**src/rtl/call_stack_unit.sv**
```systemverilog
// LIFO stack for stk instructions: top_data is combinational from registered state, pushes visible next cycle.
// No backpressure: a push when full or a pop when empty is dropped and latches a sticky error flag.
module call_stack_unit #(
  parameter int WIDTH = 16,
  parameter int DEPTH = 8,
  parameter int CNT_W = 4
) (
  input  logic             clk,
  input  logic             rst_n,
  input  logic             push_en,
  input  logic             pop_en,
  input  logic [WIDTH-1:0] push_data,
  output logic [WIDTH-1:0] top_data,
  output logic             stack_full,
  output logic             stack_empty,
  output logic [CNT_W-1:0] count,
  output logic             overflow,
  output logic             underflow,
  input  logic             clear_err
);

  localparam int AW = (DEPTH > 1) ? $clog2(DEPTH) : 1;
  localparam logic [CNT_W-1:0] DEPTH_C = CNT_W'(DEPTH);
  localparam logic [CNT_W-1:0] ONE_C   = CNT_W'(1);

  logic [WIDTH-1:0] mem [DEPTH];
  logic [CNT_W-1:0] sp, sp_nxt;
  logic [AW-1:0]    rd_idx, wr_idx;
  logic             wr_en, ovf_evt, udf_evt;

  assign stack_full  = (sp == DEPTH_C);
  assign stack_empty = (sp == '0);
  assign count       = sp;
  assign rd_idx      = AW'(sp - ONE_C);
  // Never expose stale (unreset) storage while the stack is empty.
  assign top_data    = stack_empty ? '0 : mem[rd_idx];

  always_comb begin
    sp_nxt  = sp;
    wr_en   = 1'b0;
    wr_idx  = AW'(sp);
    ovf_evt = 1'b0;
    udf_evt = 1'b0;
    if (push_en && pop_en) begin
      wr_en = 1'b1;
      if (stack_empty) begin
        // Pop has nothing to consume, so this degenerates to a plain push.
        sp_nxt = sp + ONE_C;
      end else begin
        wr_idx = rd_idx;
      end
    end else if (push_en) begin
      if (stack_full) begin
        ovf_evt = 1'b1;
      end else begin
        wr_en  = 1'b1;
        sp_nxt = sp + ONE_C;
      end
    end else if (pop_en) begin
      if (stack_empty) begin
        udf_evt = 1'b1;
      end else begin
        sp_nxt = sp - ONE_C;
      end
    end
  end

  always_ff @(posedge clk or negedge rst_n) begin
    if (!rst_n) begin
      sp        <= '0;
      overflow  <= 1'b0;
      underflow <= 1'b0;
    end else begin
      sp        <= sp_nxt;
      // A fresh error in the same cycle as clear_err takes priority.
      overflow  <= ovf_evt | (overflow  & ~clear_err);
      underflow <= udf_evt | (underflow & ~clear_err);
    end
  end

  always_ff @(posedge clk) begin
    if (wr_en) begin
      mem[wr_idx] <= push_data;
    end
  end

endmodule

```
**config.mk**
```make
export PLATFORM = sky130hd
export DESIGN_NAME = call_stack_unit
export DESIGN_NICKNAME = d
export VERILOG_FILES = /design/src/rtl/call_stack_unit.sv
export SDC_FILE = /design/constraint.sdc
export NUM_CORES = 1
export LEC_CHECK = 0
export CAP_MARGIN = 25
export CORE_MARGIN = 2
export CORE_UTILIZATION = 35
export DETAILED_ROUTE_END_ITERATION = 10
export GPL_ROUTABILITY_DRIVEN = 0
export SYNTH_ARGS = -nofsm -noshare
export SYNTH_HDL_FRONTEND = slang
export SYNTH_SLANG_ARGS = --single-unit
```
**constraint.sdc**
```tcl
create_clock -name clk -period 3.7 [get_ports clk]
set_clock_uncertainty 0.05 [all_clocks]
set_input_delay 0.74 -clock clk [delete_from_list [all_inputs] [get_ports clk]]
set_output_delay 0.74 -clock clk [all_outputs]
set_load 0.02 [all_outputs]
```
==> results.sh <==
export IMPL_crit_fanout=11
export IMPL_grt_pass1_wl_um=17500
export IMPL_ios=45
export IMPL_yosysSeqAreaShare=0.717
export IMPL_finalHoldViolations=0
export IMPL_powerDensity_nw_per_um2=906
export IMPL_start_util=0.354
export IMPL_post_route_period_util=0.955
export IMPL_dieArea_um2=16900
export IMPL_synthCells=308
export IMPL_r2r_start="count[1]$_DFFE_PN0P_"
export IMPL_synthXorXnorAreaFrac=0.00809
export IMPL_required_ns=2.91
export IMPL_end_kind="output port"
export IMPL_cp_startpoint="count[1]$_DFFE_PN0P_"
export IMPL_synthTopCellsByCount="128 x edfxtp_1, 36 x inv_1, 32 x mux4_2"
export IMPL_synthArstFlopShare=0.0448
export IMPL_syn_area_per_cell_um2=18.1
export IMPL_synth_most_common_cell="edfxtp_1"
export IMPL_synth_edf_count=128
export IMPL_synth_top_area_cell="edfxtp_1"
export IMPL_p_total_mw=6.29
export IMPL_fin_area_um2=6950
export IMPL_h_tree_depth=4
export IMPL_grt_max_degree=42
export IMPL_whs_path_depth=1
export IMPL_period_minus_slack_ns=3.53
export IMPL_cap_viol_max_count=0
export IMPL_synth_simple_area_share=0.0348
export IMPL_synth_cell_types=40
export IMPL_netlist_area_um2=5570
export IMPL_setup_ws_ns=0.167
export IMPL_ys_warn_count=0
export IMPL_diodes=0
export IMPL_hpwlAfterDp_um=6710
export IMPL_num_rows=46
export IMPL_synth_ff_type="edfxtp_1"
export IMPL_cts_path_max_buffers=2
export IMPL_tightest_slew_ns=0.736
export IMPL_antenna_found_initial=0
export IMPL_die_h_um=130
export IMPL_pre_cts_ws_ns=0.421
export IMPL_synth_top_area_share=0.690
export IMPL_drcViolationCount=0
export IMPL_min_delay_start="overflow$_DFF_PN0_"
export IMPL_clk_latency_ns=0.41
export IMPL_dpl_cell_area_um2=6340
export IMPL_synth_fa_ha_area_frac=0.00652
export IMPL_grt_pass1_vias=3069
export IMPL_portBuffers=44
export IMPL_maxSlewHeadroom=0.509
export IMPL_synth_seq_cells=134
export IMPL_drive_above_1_share=0.230
export IMPL_synthMuxAreaShare=0.131
export IMPL_synth_compound_area_share=0.0546
export IMPL_setup_viol_count_final=0
export IMPL_yosys_top_cells_area="edfxtp_1 69%, mux4_2 13%, dfrtp_1 2.7%, inv_1 2.4%, o22ai_1 2.1%"
export IMPL_final_antenna_net_count=0
export IMPL_status="finished clean"
export IMPL_arrival_ns=2.74
export IMPL_reg2reg_depth=8
export IMPL_holdCritPathClass="flip-flop to flip-flop"
export IMPL_worstSetupStartpointType="flip-flop"
export IMPL_leakagePower_nw=2.48
export IMPL_cts_sinks=134
export IMPL_ir_worst_vdd_mv=0.383
export IMPL_cts_root_buf="clkbuf_16"
export IMPL_cts_clk_slew_worst_paths_ns=0.06
export IMPL_synth_top_family_by_area="multiplexers"
export IMPL_synth_fp_nets=331
export IMPL_maxSlewViolCount=0
export IMPL_worst_setup_path_type="flip-flop to output port"
export IMPL_cts_tree="yes"
export IMPL_core_um2=15700
export IMPL_num_vias=2907
export IMPL_grt_setup_unrepaired="no"
export IMPL_die_x_um=130
export IMPL_overflow=0
export IMPL_wl_per_cell_um=17.9
export IMPL_area_growth_pct=24.8
export IMPL_drt_wl_total_um=10900
export IMPL_avgViaCountPerCell=4.78
export IMPL_fillers=1382
export IMPL_drt_iter0_markers=296
export IMPL_final_nets=403
export IMPL_setup_tns_ns=0
export IMPL_fmax_ghz=0.283
export IMPL_cts_buffers=17
export IMPL_grt_usage=0.145
export IMPL_drtPass1Iterations=4
## critical path: stages (launching register included)
cell             delay, ns
dfrtp_1               0.51
inv_1                 0.10
ha_1                  0.16
nor2b_2               0.25
nand2_1               0.12
inv_2                 0.12
a21oi_4               0.06
buf_4                 0.20
o22ai_1               0.19
clkdlybuf4s50_1       0.63
## flip-flops by register name, summed over array words and instances, names as in the netlist
signal	cells
overflow	1
count	4
underflow	1
mem	128
## layout by cell type, fill, tap and decap left out, types with 4 or more instances in the layout
master and instances:
edfxtp_1 128, inv_1 36, clkdlybuf4s50_1 36, mux4_2 32
buf_4 24, o22ai_1 19, clkbuf_16 17, nor2_1 15
dlymetal6s2s_1 8, nand2_1 6, nand2b_1 6, o21ai_0 6
dfrtp_1 5, clkinv_1 4, a211oi_1 4
## through the flow
step	std cells	hold WS (ns)	util
2_1_floorplan	308	0.394	-
3_3_place_gp	575	0.427	0.404
3_5_place_dp	575	0.431	0.404
4_1_cts	608	0.447	0.441
5_1_grt	608	0.458	0.442
6_report	608	0.444	0.442
## per-layer routing
| metal | routed length [um] | share of wire | GRT usage | vias to the layer above |
|---|---|---|---|---|
| met5 | 0 | 0 | 0 | - |
| met4 | 267 | 0.025 | 0.0727 | 0 |
| li1 | - | - | - | 1349 |
| met3 | 478 | 0.044 | 0.0357 | 23 |
| met2 | 5400 | 0.50 | 0.232 | 69 |
| met1 | 4740 | 0.44 | 0.184 | 1466 |
## cell type report
type / instances / area [um2] / share of cell area
clock inverter: 11 / 134 / 0.0193
clock buffer: 20 / 437 / 0.0628
inverter: 38 / 143 / 0.0205
timing repair buffer: 69 / 661 / 0.0951
sequential: 134 / 4000 / 0.575
tap: 216 / 270 / 0.0389
multi-input combinational: 120 / 1310 / 0.189
## path summary, 6_finish.rpt
path,to,slack [ns]
max,top_data[9],0.17
min,overflow$_DFF_PN0_,0.44
max reg2reg,mem[1][7]$_DFFE_PP_,1.19
min reg2reg,overflow$_DFF_PN0_,0.44
max in group asynchronous,count[0]$_DFFE_PN0P_,2.81
min in group asynchronous,underflow$_DFF_PN0_,0.53
## report_power, final
part,total (mW),switching [mW],internal [mW]
Clock,1.62,0.575,1.04
Combinational,2.67,1.42,1.25
Sequential,2.00,0.0880,1.92
## what timing repair did
| action | in CTS | in global routing |
|---|---|---|
| endpoints found under the setup margin | 7 | 8 |
| setup buffers | 2 | 0 |
| hold buffers | 0 | 0 |
| pin swaps | 0 | 0 |
| cloned | 0 | 0 |
| resized for setup | 0 | 8 |
## kinds of logic after synthesis
group,count (synthesis)
DFF,134
buffers and inverters,54
AOI/OAI and AO/OA,44
and+or+nand+nor,37
muxes,33
xor gates and xnor gates,3
adders and majority gates,3
Power figures use the tool's default switching activity.
